==> src/rtl/gpio_seq.sv <==
// GPIO pattern sequencer: steps through a register table of {oe, out, dur} entries.
// Optional macro GPIO_SEQ_TRIG_EN enables a synchronised rising-edge start on trg_i.
module gpio_seq #(
  parameter int unsigned DW    = 8,
  parameter int unsigned DEPTH = 16,
  localparam int unsigned AW   = $clog2(DEPTH),
  localparam int unsigned EW   = 2 * DW + 16
) (
  input  logic          clk,
  input  logic          rst,
  input  logic          tbl_wen,
  input  logic [AW-1:0] tbl_addr,
  input  logic [EW-1:0] tbl_wdata,
  input  logic [AW-1:0] cfg_len,
  input  logic [15:0]   cfg_loops,
  input  logic          ctl_start,
  input  logic          ctl_stop,
  input  logic          trg_i,
  output logic [DW-1:0] gpio_e,
  output logic [DW-1:0] gpio_o,
  output logic          sts_busy,
  output logic [AW-1:0] sts_step,
  output logic          irq
);

  typedef enum logic [0:0] {StIdle, StRun} state_e;

  state_e state_q, state_d;

  logic [EW-1:0] tbl_q [DEPTH];

  logic [DW-1:0] gpio_e_q, gpio_e_d;
  logic [DW-1:0] gpio_o_q, gpio_o_d;
  logic [AW-1:0] step_q, step_d;
  logic [15:0]   dur_q, dur_d;
  logic [15:0]   loop_q, loop_d;
  logic          irq_q, irq_d;

  logic          start_req;
  logic          go_run;
  logic          step_end;
  logic          pat_end;
  logic          last_loop;
  logic [15:0]   loop_inc;
  logic [AW-1:0] step_inc;
  logic [EW-1:0] ent_first;
  logic [EW-1:0] ent_next;

  // Pattern table; writes are accepted in any state.
  always_ff @(posedge clk or posedge rst) begin
    if (rst) begin
      for (int i = 0; i < int'(DEPTH); i++) begin
        tbl_q[i] <= '0;
      end
    end else if (tbl_wen) begin
      tbl_q[tbl_addr] <= tbl_wdata;
    end
  end

`ifdef GPIO_SEQ_TRIG_EN
  // [0],[1]: two-flop synchroniser, [2]: previous synchronised level for edge detect.
  logic [2:0] trg_q;
  logic       trg_edge;

  always_ff @(posedge clk or posedge rst) begin
    if (rst) begin
      trg_q <= '0;
    end else begin
      trg_q <= {trg_q[1:0], trg_i};
    end
  end

  assign trg_edge  = trg_q[1] & ~trg_q[2];
  assign start_req = ctl_start | trg_edge;
`else
  logic unused_trg;
  assign unused_trg = trg_i;
  assign start_req  = ctl_start;
`endif

  assign go_run    = start_req & ~ctl_stop;
  assign step_end  = (dur_q == 16'd0);
  // >= rather than == so a cfg_len lowered mid-run still ends the pattern.
  assign pat_end   = (step_q >= cfg_len);
  assign loop_inc  = loop_q + 16'd1;
  assign last_loop = (cfg_loops != 16'd0) && (loop_inc >= cfg_loops);
  assign step_inc  = step_q + AW'(1);
  assign ent_first = tbl_q[0];
  assign ent_next  = tbl_q[step_inc];

  // State register
  always_ff @(posedge clk or posedge rst) begin
    if (rst) begin
      state_q <= StIdle;
    end else begin
      state_q <= state_d;
    end
  end

  // Next-state logic
  always_comb begin
    state_d = state_q;
    unique case (state_q)
      StIdle: begin
        if (go_run) begin
          state_d = StRun;
        end
      end
      StRun: begin
        if (ctl_stop) begin
          state_d = StIdle;
        end else if (step_end && pat_end && last_loop) begin
          state_d = StIdle;
        end
      end
      default: state_d = StIdle;
    endcase
  end

  // Output and datapath next-state logic
  always_comb begin
    gpio_e_d = gpio_e_q;
    gpio_o_d = gpio_o_q;
    step_d   = step_q;
    dur_d    = dur_q;
    loop_d   = loop_q;
    irq_d    = 1'b0;
    unique case (state_q)
      StIdle: begin
        gpio_e_d = '0;
        gpio_o_d = '0;
        step_d   = '0;
        dur_d    = '0;
        loop_d   = '0;
        if (go_run) begin
          gpio_e_d = ent_first[EW-1 -: DW];
          gpio_o_d = ent_first[DW+15 -: DW];
          dur_d    = ent_first[15:0];
        end
      end
      StRun: begin
        if (ctl_stop) begin
          gpio_e_d = '0;
          gpio_o_d = '0;
          step_d   = '0;
          dur_d    = '0;
          loop_d   = '0;
        end else if (!step_end) begin
          dur_d = dur_q - 16'd1;
        end else if (!pat_end) begin
          step_d   = step_inc;
          gpio_e_d = ent_next[EW-1 -: DW];
          gpio_o_d = ent_next[DW+15 -: DW];
          dur_d    = ent_next[15:0];
        end else if (last_loop) begin
          gpio_e_d = '0;
          gpio_o_d = '0;
          step_d   = '0;
          dur_d    = '0;
          loop_d   = '0;
          irq_d    = 1'b1;
        end else begin
          loop_d   = loop_inc;
          step_d   = '0;
          gpio_e_d = ent_first[EW-1 -: DW];
          gpio_o_d = ent_first[DW+15 -: DW];
          dur_d    = ent_first[15:0];
        end
      end
      default: begin
        gpio_e_d = '0;
        gpio_o_d = '0;
        step_d   = '0;
        dur_d    = '0;
        loop_d   = '0;
      end
    endcase
  end

  always_ff @(posedge clk or posedge rst) begin
    if (rst) begin
      gpio_e_q <= '0;
      gpio_o_q <= '0;
      step_q   <= '0;
      dur_q    <= '0;
      loop_q   <= '0;
      irq_q    <= 1'b0;
    end else begin
      gpio_e_q <= gpio_e_d;
      gpio_o_q <= gpio_o_d;
      step_q   <= step_d;
      dur_q    <= dur_d;
      loop_q   <= loop_d;
      irq_q    <= irq_d;
    end
  end

  assign gpio_e   = gpio_e_q;
  assign gpio_o   = gpio_o_q;
  assign sts_step = step_q;
  assign sts_busy = (state_q == StRun);
  assign irq      = irq_q;

endmodule

==> config.mk <==
export PLATFORM = sky130hd
export DESIGN_NAME = gpio_seq
export DESIGN_NICKNAME = d
export VERILOG_FILES = /design/src/rtl/gpio_seq.sv
export SDC_FILE = /design/constraint.sdc
export NUM_CORES = 1
export LEC_CHECK = 0
export CAP_MARGIN = 5
export CELL_PAD_IN_SITES_DETAIL_PLACEMENT = 1
export CELL_PAD_IN_SITES_GLOBAL_PLACEMENT = 1
export CORE_ASPECT_RATIO = 0.8
export CORE_MARGIN = 8
export CORE_UTILIZATION = 25
export CTS_CLUSTER_SIZE = 16
export DETAILED_ROUTE_END_ITERATION = 16
export PLACE_DENSITY = 0.54
export SYNTH_ARGS = -nofsm -noshare
export SYNTH_HDL_FRONTEND = slang
export SYNTH_SLANG_ARGS = --single-unit
==> constraint.sdc <==
create_clock -name clk -period 23.6 [get_ports clk]
set_input_delay 4.72 -clock clk [delete_from_list [all_inputs] [get_ports clk]]
set_output_delay 4.72 -clock clk [all_outputs]
set_load 0.01 [all_outputs]
[Yosys cells after proc, flatten, opt, wreduce, memory -nomap -nowiden]
Index checks and enable logic that the tools add are counted.
Word-level totals
  word-level logic and storage cells: 87
  flip-flop bits (word level): 566
Operators by class
  bitwise gates (word level): 5
  magnitude comparators: 5
  reduce and logical (&&, ||, !) cells: 7
  multiplexer cells: 42
  equal/unequal tests: 2
  add/sub/neg operators: 3
Operators with widths (count)
  bitwise mux 512 bit: 1
  2-to-1 mux 16 bit: 9
  binary-select mux 32 bit (select 4 bit): 1
  demux 32 bit (select 4 bit): 1
  2-to-1 mux 32 bit: 3
  2-to-1 mux 8 bit: 10
  one-hot mux 16 bit (2 select lines): 2
  one-hot mux 8 bit (2 select lines): 2
  adder 16 x 1 -> 16 bit, second input constant: 1
  greater-or-equal comparator 16 bit: 1
  zero test 16 bit: 1
  nonzero test 16 bit: 1
  subtractor 16 x 1 -> 16 bit, second input constant: 1
  2-to-1 mux 4 bit: 3
  greater-or-equal comparator 5 bit, second input constant: 2
  inverter 4 -> 5 bit: 2
  2-to-1 mux 1 bit: 8
  one-hot mux 4 bit (2 select lines): 1
  != test 3 x 2 -> 1 bit, second input constant: 2
  < comparator 5 x 1 -> 1 bit, second input constant: 1
  adder 4 x 1 -> 4 bit, second input constant: 1
  greater-or-equal comparator 4 bit: 1
  logical AND 1 bit: 4
  inverter 1 bit: 2
  other kinds (3): 3

[Longest topological paths before layout]
  depth in word-level cells: 9
  mapped depth: 15
  mapped depth without buffers: 11

[Worst setup path before layout]
OpenSTA, ideal clock, no wires.
  path kind: input port to flip-flop
  start: input port cfg_loops[9]
  end: register gpio_e_q[0] (netlist: gpio_e[0])
  cell stages on the path: 9
  arrival time: 6628 ps
  slack: 16890 ps
  cell sequence: inv_1 -> ha_1 -> a21oi_1 -> nor2_1 -> a311o_1 -> o41ai_2 -> clkbuf_1 -> nand3_1 -> a31oi_1
Between the ends
  word-level cells in the longest chain between the ends: 7
  elaborated cells between the ends (all ways): 8
  classes of those cells: 1 x order compare; 5 x mux; 2 x reduce/logical
RTL lines
  from (decl): RTL line 15  | input logic [15:0] cfg_loops,
  greater-or-equal comparator 16 bit / nonzero test 16 bit (equally long branches): RTL line 86  | assign last_loop = (cfg_loops != 16'd0) && (loop_inc >= cfg_loops);
  logical AND 1 bit (*): RTL line 86
  2-to-1 mux 8 bit (*): RTL line 155  | end else if (last_loop) begin
  2-to-1 mux 8 bit (*): RTL line 150  | end else if (!pat_end) begin
  2-to-1 mux 8 bit (*): RTL line 148  | end else if (!step_end) begin
  2-to-1 mux 8 bit (*): RTL line 142  | if (ctl_stop) begin
  one-hot mux 8 bit (2 select lines) (*): RTL line 128  | unique case (state_q)
  to (signal assigned): RTL line 189  | gpio_e_q <= gpio_e_d;
  to (decl): RTL line 32  | logic [DW-1:0] gpio_e_q, gpio_e_d;
Every way passes the cells marked *; elsewhere a longest branch is shown, timed or not. The select of a mux whose other input is x is not followed.
A chain may end at the register's enable or synchronous reset.

==> out/summary.txt <==
setup TNS - 0 ns
Max FO, Critical Path - 166
slew margin rel. - 0.270
Setup violations, final - 0
Nets - 2028
die area - 0.118 mm²
Layout area overhead - 17.3%
CORE AREA - 0.107 mm²
Worst Hold Class - flip-flop to flip-flop
CTS Buf Count - 61
Peak VDD IR - 0.0000570 V
Starting Density - 0.252
initial antenna violation count - 6
Mapped Cells - 1905
Setup Crit Path Kind - primary input to asynchronous set/reset pin
Critical Path RT - 24.20 ns
gpl congestion - 0.721
via count - 16700
fill count - 11400
DRC viols - 0
sequential area share after synthesis - 0.527
EDFF count, synth - 0
multi-input logic area - 0.0121 mm²
Pint - 2.23 mW
leading cell type in the layout, fill and taps excluded - dfrtp_1
Switch Pwr - 882 µW
# rows - 107
TritonCTS clock tree - built
Max Cap Viol - 0
drt total wl - 80.0 mm
largest net degree at the start of global routing - 167
slew of the pin with the lowest slew margin - 1.10 ns
status - finished, final reports clean
power share of the combinational group - 0.239
P per Cell Area - 98.8 mW/mm²
endpoint type of the worst setup path - asynchronous set/reset pin
Netlist cell types - 59
Worst-Skew Late Latency - 0.63 ns
Die Y - 309 µm
DR WL/cell - 23.5 µm
post-synth net total - 1991
FF/Latch Area - 0.0142 mm²
register share of total power - 0.427
clk buf depth - 3
Overflow after GRT - 0
Synth Cell Area - 0.0269 mm²
layout cells sized above 1 - 0.410
CP Launch Type - primary input
Setup Buffers After CTS - 0
Mean Syn Cell Area - 14.1 µm²
1st-iter DRT viols - 878
asr flop ratio synth - 1.00
fmax - 124 MHz
dominant synthesized flop cell - dfrtp_1
die outline width - 383 µm
Clk pwr share - 0.334
most frequent cells in the layout - 565 x dfrtp_1, 510 x mux2_2, 128 x mux4_2, 107 x nand2_1, 82 x clkdlybuf4s50_1
fin. max-slew vios - 0
Total GRT Usage - 0.136
I/O pins - 84
Setup Skew - 0.0152 ns
CTS root buffer - clkbuf_16
FF+latch count, synth - 566
Tot Pwr - 3.12 mW
post_cts resized - 0
fin crit share - 0.341
leakage - 12.7 nW
min Tclk post-route - 8.05 ns
Antenna Nets Post-Route - 0
Final Hold Fails - 0
H-tree lvl count - 2
# hold bufs at CTS - 0
input/output buffers - 82
vias per std cell - 4.89
first-pass GRT wire length - 124 mm
RSZ-0062 raised after global routing - no
CTS Sinks - 566
net switching fraction of the power - 0.283
Post-DP HPWL - 45.9 mm
CP Data Arrival Time - 8.65 ns
vias in the first global route - 18800
Yosys warning count - 0
first-pass detailed-route iteration total - 5
Reg clk slew, reported paths - 0.06 ns
final core occ - 0.296
logic make-up after synthesis:
| group | Yosys count | synth area share |
|---|---|---|
| flops | 566 | 0.527 |
| fa+ha+maj | 24 | 0.0112 |
| simple gates | 268 | 0.0474 |
| compound gates | 171 | 0.0398 |
| buf+inv | 177 | 0.0277 |
| xor+xnor | 31 | 0.0104 |
| mux | 668 | 0.336 |
per-layer routing:
metal | track usage | wire length [µm] | vias to the layer above
li1 | - | - | 7120
met1 | 0.193 | 38300 | 9120
met2 | 0.214 | 36600 | 283
met3 | 0.0222 | 3050 | 141
met4 | 0.0372 | 1990 | 6
met5 | 0 | 41 | -
sequential cells by signal, summed over array words and instances (netlist names):
name and cells:
gpio_o 8, sts_step 4, dur_q 16, tbl_q 480
loop_q 16, ent_first 32, irq 1, gpio_e 8
sts_busy 1
power groups by stage:
stage / registers [mW] / logic, mW / clock network (mW)
after global placement: 1.32 / 0.732 / 0
after floorplan: 1.30 / 0.567 / 0
after global routing: 1.36 / 0.820 / 1.11
final: 1.33 / 0.746 / 1.04
after detailed placement: 1.35 / 0.754 / 0
after CTS: 1.33 / 0.758 / 1.07
per-stage QoR:
stage               hold slack [ns]  instances  cell area (µm²)  setup slack [ns]
finish                        0.499       3412            31500             15.55
global route                  0.517       3409            31500             14.96
CTS                           0.502       3409            31500             15.38
detailed placement            0.488       3296            29300             14.70
global placement              0.472       3296            29300             14.89
floorplan                     0.459       1905            26900              3.05
worst paths after layout:
path	startpoint	endpoint	slack, ns	cells after the start
worst min register to register	tbl_q[102]	tbl_q[102]	0.50	1
worst max-delay path	rst	tbl_q[122]	15.55	5
max in group clk	cfg_loops[13]	dur_q[9]	16.35	10
min in group asynchronous	rst	tbl_q[36]	4.65	2
worst min-delay path	tbl_q[102]	tbl_q[102]	0.50	1
worst max register to register	sts_step[0]	dur_q[11]	19.29	7
final cells by class:
type / instances / area share
sequential: 566 / 0.449
multi-input combinational: 1162 / 0.384
clock buffer: 88 / 0.0593
tap: 1417 / 0.0562
timing repair buffer: 123 / 0.0362
clock inverter: 25 / 0.0108
inverter: 28 / 0.00357
antenna: 3 / 0.000238
synthesized netlist by cell type (11+ instances only):
| cell | count | area (µm²) |
|---|---|---|
| a211oi_1 | 15 | 113 |
| a21o_1 | 16 | 120 |
| a21oi_1 | 45 | 225 |
| a31oi_1 | 19 | 119 |
| buf_1 | 19 | 71.3 |
| buf_2 | 18 | 90.1 |
| clkbuf_1 | 104 | 390 |
| dfrtp_1 | 566 | 14200 |
| ha_1 | 24 | 300 |
| inv_1 | 28 | 105 |
| mux2_2 | 510 | 5740 |
| mux2i_1 | 21 | 210 |
| mux4_2 | 128 | 2880 |
| nand2_1 | 109 | 409 |
| nand3_1 | 42 | 210 |
| nand4_1 | 15 | 93.8 |
| nor2_1 | 41 | 154 |
| nor4_1 | 11 | 68.8 |
| o21ai_0 | 31 | 155 |
| o21ai_1 | 13 | 65.1 |
| o22ai_1 | 12 | 75.1 |
| xnor2_1 | 18 | 158 |
| xor2_1 | 12 | 105 |
worst max-delay path, stage by stage:
cell and delay, ns:
clkdlybuf4s50_1 0.50, inv_8 0.55, buf_12 0.62, buf_4 0.94
buf_4 0.90
Note: power is estimated with default switching activity, not from simulation.
